==> config.mk <==
export PLATFORM = sky130hd
export DESIGN_NAME = uart_apb_stream_master
export DESIGN_NICKNAME = d
export VERILOG_FILES = /design/src/rtl/uart_apb_stream_master.sv
export SDC_FILE = /design/constraint.sdc
export NUM_CORES = 1
export LEC_CHECK = 0
export CORE_ASPECT_RATIO = 0.5
export CORE_MARGIN = 1.5
export CORE_UTILIZATION = 25
export CTS_CLUSTER_SIZE = 12
export DETAILED_ROUTE_END_ITERATION = 8
export PLACE_DENSITY_LB_ADDON = 0.3
export SKIP_LAST_GASP = 1
export SLEW_MARGIN = 5
export SYNTH_ARGS = -nofsm -noshare
export SYNTH_HDL_FRONTEND = slang
export SYNTH_SLANG_ARGS = --single-unit
==> constraint.sdc <==
create_clock -name PCLK -period 2.5 [get_ports PCLK]
set_input_delay 0.375 -clock PCLK [delete_from_list [all_inputs] [get_ports PCLK]]
set_output_delay 0.375 -clock PCLK [all_outputs]
set_load 0.005 [all_outputs]
==> src/rtl/uart_apb_stream_master.sv <==
// uart_apb_stream_master
//   APB master standing in for a CPU in front of a CoreUARTapb slave. After
//   reset it programs the baud/control registers, then loops polling the
//   status register: queued TX bytes are written to the TX data register and
//   received bytes are pulled into a one-entry holding register that drives a
//   valid/ready output stream.
//
//   Optional feature macro: UART_STRM_RX_EN. When undefined the RX read path
//   and holding register are removed; rx_valid/rx_data are tied to 0.
//
// Ports
//   PCLK, aresetn              clock, async active-low reset
//   tx_data/tx_valid/tx_ready  inbound byte stream (UART transmit)
//   rx_data/rx_valid/rx_ready  outbound byte stream (UART receive)
//   err_clr, err_flags         sticky {FRAMING, OVERFLOW, PARITY} + clear
//   cfg_done                   init register writes complete
//   PADDR..PSLVERR             APB master port (PSLVERR ignored)
module uart_apb_stream_master #(
  parameter logic [12:0] BAUD_VALUE = 13'd0,
  parameter logic        BIT8       = 1'b1,
  parameter logic        PARITY_EN  = 1'b0,
  parameter logic        ODD_N_EVEN = 1'b0,
  parameter int unsigned POLL_GAP   = 4
) (
  input  logic       PCLK,
  input  logic       aresetn,
  input  logic [7:0] tx_data,
  input  logic       tx_valid,
  output logic       tx_ready,
  output logic [7:0] rx_data,
  output logic       rx_valid,
  input  logic       rx_ready,
  input  logic       err_clr,
  output logic [2:0] err_flags,
  output logic       cfg_done,
  output logic [4:0] PADDR,
  output logic       PSEL,
  output logic       PENABLE,
  output logic       PWRITE,
  output logic [7:0] PWDATA,
  input  logic [7:0] PRDATA,
  input  logic       PREADY,
  input  logic       PSLVERR
);

  localparam logic [4:0] A_TX   = 5'h00;
  localparam logic [4:0] A_RX   = 5'h04;
  localparam logic [4:0] A_BAUD = 5'h08;
  localparam logic [4:0] A_CTRL = 5'h0C;
  localparam logic [4:0] A_STAT = 5'h10;

  localparam logic [7:0] CTRL_VAL = {BAUD_VALUE[12:8], ODD_N_EVEN, PARITY_EN, BIT8};
  localparam logic [7:0] GAP_LOAD = (POLL_GAP == 0) ? 8'd0 : 8'(POLL_GAP - 1);

  typedef enum logic [2:0] {
    INIT_C1, INIT_C2, POLL, WR_TX, GAP
`ifdef UART_STRM_RX_EN
    , RD_RX
`endif
  } state_t;

  typedef struct packed {
    logic [4:0] addr;
    logic       write;
    logic [7:0] wdata;
  } apb_req_t;

  state_t     state, nxt;
  logic       launch;
  apb_req_t   req;
  logic [7:0] gap_cnt;
  logic       done, rx_go, tx_go;

  // Setup-phase fields for the transfer a given state performs.
  function automatic apb_req_t req_of(input state_t s, input logic [7:0] txd);
    apb_req_t r;
    r.addr  = A_STAT;
    r.write = 1'b0;
    r.wdata = 8'h00;
    case (s)
      INIT_C1: begin r.addr = A_BAUD; r.write = 1'b1; r.wdata = BAUD_VALUE[7:0]; end
      INIT_C2: begin r.addr = A_CTRL; r.write = 1'b1; r.wdata = CTRL_VAL;        end
      WR_TX:   begin r.addr = A_TX;   r.write = 1'b1; r.wdata = txd;             end
`ifdef UART_STRM_RX_EN
      RD_RX:   begin r.addr = A_RX; end
`endif
      default: ;
    endcase
    return r;
  endfunction

  assign done     = PSEL & PENABLE & PREADY;
  // Combinational so the pulse lands on the completing ACCESS cycle itself.
  assign tx_ready = done & (state == WR_TX);
  assign tx_go    = tx_valid & PRDATA[0];

`ifdef UART_STRM_RX_EN
  // Only read RX data when there is somewhere to put it; the UART keeps
  // RXRDY asserted so the read is simply retried on a later poll.
  assign rx_go = PRDATA[1] & ~rx_valid;
`else
  assign rx_go    = 1'b0;
  assign rx_valid = 1'b0;
  assign rx_data  = 8'h00;
`endif

  // launch = issue a SETUP cycle on this edge for state nxt. Completion of
  // one transfer launches the next directly (back-to-back, no idle cycle);
  // only the POLL->GAP decision drops PSEL.
  always_comb begin
    nxt    = state;
    launch = 1'b0;
    case (state)
      GAP: if (gap_cnt == 8'd0) begin nxt = POLL; launch = 1'b1; end
      default: begin
        if (!PSEL) launch = 1'b1;
        else if (done) begin
          launch = 1'b1;
          case (state)
            INIT_C1: nxt = INIT_C2;
            INIT_C2: nxt = POLL;
            POLL: begin
              if (rx_go)              nxt = state_t'(3'd5);
              else if (tx_go)         nxt = WR_TX;
              else if (POLL_GAP != 0) begin nxt = GAP; launch = 1'b0; end
              else                    nxt = POLL;
            end
            default: nxt = POLL;  // WR_TX / RD_RX: always re-poll, never reuse status
          endcase
        end
      end
    endcase
    req = req_of(nxt, tx_data);
  end

  always_ff @(posedge PCLK or negedge aresetn) begin
    if (!aresetn) begin
      state     <= INIT_C1;
      PSEL      <= 1'b0;
      PENABLE   <= 1'b0;
      PWRITE    <= 1'b0;
      PADDR     <= '0;
      PWDATA    <= '0;
      gap_cnt   <= '0;
      cfg_done  <= 1'b0;
      err_flags <= '0;
    end else begin
      state <= nxt;
      if (launch) begin
        PSEL    <= 1'b1;
        PENABLE <= 1'b0;
        PADDR   <= req.addr;
        PWRITE  <= req.write;
        PWDATA  <= req.wdata;
      end else if (PSEL && !PENABLE) begin
        PENABLE <= 1'b1;
      end else if (done) begin
        PSEL    <= 1'b0;
        PENABLE <= 1'b0;
      end

      if (state == POLL && nxt == GAP) gap_cnt <= GAP_LOAD;
      else if (state == GAP)           gap_cnt <= gap_cnt - 8'd1;

      if (done && state == INIT_C2) cfg_done <= 1'b1;

      // Set from the status read wins over a same-cycle clear.
      err_flags <= (err_clr ? 3'b000 : err_flags) |
                   ((done && state == POLL) ? PRDATA[4:2] : 3'b000);
    end
  end

`ifdef UART_STRM_RX_EN
  always_ff @(posedge PCLK or negedge aresetn) begin
    if (!aresetn) begin
      rx_valid <= 1'b0;
      rx_data  <= '0;
    end else if (done && state == RD_RX) begin
      rx_valid <= 1'b1;
      rx_data  <= PRDATA;
    end else if (rx_valid && rx_ready) begin
      rx_valid <= 1'b0;
    end
  end
`endif

  logic unused_ok;
  assign unused_ok = ^{PSLVERR, rx_ready, PRDATA};

endmodule

### After elaboration in Yosys (flattened, before gate mapping)

Index checks and enable logic that the tools add are counted.

| storage, ports and cells | value |
|---|---|
| word-level logic and storage cells | 57 |
| output and inout bits | 30 |
| flip-flop bits (word level) | 31 |

| operators by class | value |
|---|---|
| equality and inequality tests | 8 |
| bitwise gates (word level) | 5 |
| reduce and logical (&&, ||, !) cells | 12 |
| $add $sub $neg | 1 |
| muxes and demuxes | 22 |

Operators with widths:

| operator | count |
|---|---|
| $pmux 14 s3 | 1 |
| $mux 3 | 7 |
| $mux 8 | 2 |
| $mux 1 | 11 |
| $eq 3x2->1 const B | 3 |
| $logic_not 8->1 | 1 |
| $sub 8x1->8 const B | 1 |
| $eq 3x1->1 const B | 2 |
| $eq 3x3->1 const B | 2 |
| $logic_not 3->1 | 2 |
| $pmux 3 s2 | 1 |
| $and 1x1->1 | 4 |
| $logic_and 1x1->1 | 4 |
| $reduce_bool 2->1 | 2 |
| $or 3x3->3 | 1 |
| $reduce_bool 3->1 | 1 |
| $ne 2x2->1 const B | 1 |
| $reduce_and 2->1 | 1 |
| $logic_not 1->1 | 1 |

### Depth between registers and ports, before layout

Gate-level depths: netlist of run 1.

| logic depth | value |
|---|---|
| depth after elaboration | 9 |
| mapped depth | 9 |
| mapped depth without buffers | 7 |

### Worst setup path before layout of run 1

OpenSTA, ideal clock, no wires.

| timing path | value |
|---|---|
| path kind | register -> register |
| from | register gap_cnt[0] |
| to | register PWDATA[1] |
| stages on the path, launching flop included | 9 |
| data required time | 2.379 ns |
| path buffers | 1 |
| setup time | 0.121 ns |
| arrival time | 1.630 ns |
| path slack | 0.749 ns |
| cells stage by stage | dfrtp_1 > inv_1 > ha_1 > and4bb_4 > and4b_1 > buf_6 > a21oi_2 > nor3_4 > a22o_1 |

| on the way | value |
|---|---|
| longest elaborated chain between the ends | 5 |

RTL lines:

| what | RTL line | text |
|---|---|---|
| from (decl) | 71 | `logic [7:0] gap_cnt;` |
| from (signal assigned) | 163 | `else if (state == GAP) gap_cnt <= gap_cnt - 8'd1;` |
| $logic_not 8->1 * | 114 | `GAP: if (gap_cnt == 8'd0) begin nxt = POLL; launch = 1'b1; end` |
| $mux 3 | 114 |  |
| $mux 3 | 113 | `case (state)` |
| $eq 3x2->1 (tied with other cells) | 80 | `case (s)` |
| $pmux 14 s3 | 80 |  |
| to (signal assigned) | 154 | `PWDATA <= req.wdata;` |
| to (decl) | 40 | `output logic [7:0] PWDATA,` |

Mark *: on every way between the ends. The rest lies on a longest branch, timed or not.
A chain may end at the register's enable or synchronous reset.

### Worst setup path after layout of run 1

| timing path | value |
|---|---|
| from | input port PREADY |
| to | output port tx_ready |

| on the way | value |
|---|---|
| longest elaborated chain between the ends | 2 |

RTL lines:

| what | RTL line | text |
|---|---|---|
| from (decl) | 42 | `input logic PREADY,` |
| $and 1x1->1 | 92 | `assign done = PSEL & PENABLE & PREADY;` |
| $and 1x1->1 | 94 | `assign tx_ready = done & (state == WR_TX);` |
| to (decl) | 29 | `output logic tx_ready,` |

No other way between the ends.

==> results of run 1 <==
## synth_stat cells, types with 2 or more instances
master     n  area [sq um]
a21o_1     2         15.01
buf_2      4         20.02
o21ai_0    5         25.02
a21boi_0   2         15.01
xnor2_1    4         35.03
buf_4     11         82.58
nor3b_1    2         15.01
nand2_1   13         48.80
nor3_1     4         20.02
xor2_1     3         26.28
and4b_1    2         20.02
nor2_1    14         52.55
a21oi_2    3         26.28
nand3_1    3         15.01
buf_6      2         22.52
and2_1     2         12.51
and3_1     2         12.51
a21oi_1    3         15.01
inv_1      7         26.28
a22o_1     7         61.31
o31ai_1    2         15.01
dfrtp_1   29         725.7
## final timing paths
check,cells past startpoint,end
max in group asynchronous,2,PWDATA[4]
setup / recovery,4,tx_ready
hold / removal,2,cfg_done
setup reg to reg,8,PADDR[2]
hold reg to reg,2,cfg_done
min in group asynchronous,2,err_flags[0]
## cell type report
type                            instances  area [sq um]  share of cell area (%)
Inverter                                7         26.28                   1.325
Timing Repair Buffer                   40         387.9                   19.56
Tap cell                               73         91.34                   4.606
Clock buffer                            7         142.6                   7.192
Multi-Input combinational cell         98         609.3                   30.73
Sequential cell                        29         725.7                   36.59
## worst max-delay path: cells and delay by family
family        cells  cell delay [ps]
simple gates      2              450
buf+inv           2             1010
## routing by layer
| layer | GRT usage, % | share of wire [%] | vias up |
|---|---|---|---|
| li1 | - | - | 542 |
| met1 | 12.28 | 47 | 512 |
| met2 | 14.99 | 46 | 32 |
| met3 | 3.240 | 5.1 | 7 |
| met4 | 6.044 | 2.2 | 0 |
| met5 | 0 | 0 | - |
## sequential cells by signal, summed over array words and instances (netlist names)
name       cells
PWDATA         8
state          3
cfg_done       1
PWRITE         1
PADDR          3
err_flags      3
PSEL           1
PENABLE        1
gap_cnt        8
## stage by stage
stage / std cells / total power [mW] / instance area, sq um
finish: 254 / 1.106 / 1983
global route: 254 / 1.150 / 1983
CTS: 254 / 1.123 / 1983
detailed placement: 247 / 0.5401 / 1841
global placement: 247 / 0.5403 / 1841
floorplan: 151 / 0.5062 / 1486
## cell families (layout without fill, tap and decap cells)
| logic type | count (synthesis) | in the layout |
|---|---|---|
| AO/OA/AOI/OAI | 29 | 29 |
| XOR/XNOR | 7 | 7 |
| adder cells (fa/ha/maj) | 1 | 1 |
| buffers and inverters | 24 | 54 |
| flip-flops | 29 | 29 |
| other | 1 | 11 |
| AND/OR/NAND/NOR | 50 | 50 |
## power groups by stage
stage               Clock, mW  Combinational (mW)  Sequential (mW)
floorplan                   0              0.0199            0.486
global placement            0              0.0533            0.487
detailed placement          0              0.0536            0.487
CTS                     0.590              0.0538            0.479
global route            0.611              0.0589            0.480
finish                  0.573              0.0527            0.480
==> summary.md, run 1 <==
| Metric | Value |
|---|---|
| #FFs+latches synth | 29 |
| Cells after Synth | around 140 |
| CP Class | in2out |
| GRT Util Overall | 9.872% |
| Post-Synth Adder-Cell Area | 0.8636% |
| Worst-path fanout max | 4 |
| Routed len/inst | 11.13 um |
| Status | finished, final reports clean |
| Clock power share | between 50% and 60% |
| Setup TNS | 0 ps |
| Post-synth EDFFs | 0 |
| Drt first pass iters | 4 |
| Setup slack, reg-to-reg | 480 ps |
| RSZ-0062 raised after global routing | false |
| Routed Antenna Nets | 0 |
| Synth Area in Simple Gates | 18.91% |
| Count of final setup violators | 0 |
| Sequential share of power | 43.4% |
| Tmin final | 2217 ps |
| Share of layout cells above drive strength 1 | under 10% |
| Sw Share | between 10% and 20% |
| Min-delay src | cfg_done |
| Async SR Flop Fraction | 100.0% |
| Syn_area_per_cell | 10.28 sq um |
| Max Slew Vio Count | 0 |
| Worst VDD drop | 0.0002057 V |
| Critical-path cell list | clkdlybuf4s50_1 -> and4b_1 -> and3_1 -> clkdlybuf4s50_1 |
| Post-Route WL | roughly 2.8 mm |
| Synth-to-layout area growth | 36.87% |
| Vias in the first global route | 1031 |
| Crit path setup slack, layout | 282.7 ps |
| Pin count of the biggest net entering global routing | 30 |
| Hold Vio Cnt, Final | 0 |
| CTS tree | built |
| Synth Area in XOR/XNOR | 4.231% |
| Clock skew | 3.795 ps |
| Combinational family with the most area after synthesis | simple AND/OR/NAND/NOR gates |
| Data arrival, critical path | 1840 ps |
| Fin util | 35.80% |
| DIE HEIGHT | roughly 57 um |
| Hold buffers post-CTS | 0 |
| Initial Util | 26.16% |
| Combinational cell fraction of total power | 4.8% |
| Clock root cell | clkbuf_16 |
| Startpoint Class | input port |
| Worst hold slack | 462.6 ps |
| Fmax | 0.4510 GHz |
| Internal power | around 0.89 mW |
| CTS Buf Count | 5 |
| Initial antenna violation count | 0 |
| Worst Setup SP | PREADY |
| Most common cell after layout, fill and taps aside | clkdlybuf4s50_1 |
| Post-synthesis compound-gate area fraction | 15.20% |
| Port-buffer cells | 35 |
| Power per Cell Area | 557.6 nW/um^2 |
| Die span in x | between 100 and 150 um |
| Dpl ws | 247.3 ps |
| Slowest CP cell | clkdlybuf4s50_1 |
| Post-CTS setup buffers | 0 |
| Ys Warns | 0 |
| Clock Latency Late Sink | 270 ps |
| Via Count | 1093 |
| Multiplexer share of the synthesized area | 0% |
| Drt initial violations | 32 |
| Clock sink total | 29 |
| Fin crit share | between 80% and 90% |
| Core outline area | 5539 sq um |
| Most frequent CP cell | clkdlybuf4s50_1 |
| Clk buf depth | 2 |
| Worst r2r src | gap_cnt[0] |
| HP Class | reg2reg |
| Max H-tree Level | 2 |
| Most used DFF post-synth | dfrtp_1 |
| First-pass GRT wire length | 4.788 mm |
| Via/cell ratio | 4.303 |
| Layout fillers | 560 |
| NetSw | 0.2120 mW |
| GP Congestion | 0.7742 |
| Most frequent cells in the layout | clkdlybuf4s50_1 (35), dfrtp_1 (29), nor2_1 (14) |
| Register area share after synthesis | about half |
| HPWL after DPL | 2.144 mm |
| DRC Markers | 0 |
| GRT overflow | 0 |
| Synth cell types | 37 |
| Worst Path Required | 2120 ps |
| Leak pwr | 0.8813 nW |
| Clock slew seen by the registers of the worst setup and hold paths | roughly 50 ps |
| Number of antenna repair diodes | 0 |
| Slowest stage delay, CP | 520 ps |
| Nets@finish | 205 |
| Nature of the critical path endpoint | output pin |
| Max_cap viols | 0 |
| Ports | between 50 and 60 |
| Mapped Area | 1449 sq um |
| Num rows | 19 |
| Die area | 6289 sq um |
| Post-CTS sizing | 0 |
Note: power is estimated with default switching activity, not from simulation.
==> inputs of run 2 (changes only) <==
Settings changed: CTS_CLUSTER_SIZE 12 to unset, SLEW_MARGIN 5 to unset.
==> results of run 2 <==
No change in the layout: final DEF, timing and power equal those of run 1.
==> inputs of run 3 (changes only) <==
Settings changed: HOLD_SLACK_MARGIN set to 0.05.
==> results of run 3 <==
No change in the layout: final DEF, timing and power equal those of run 1.
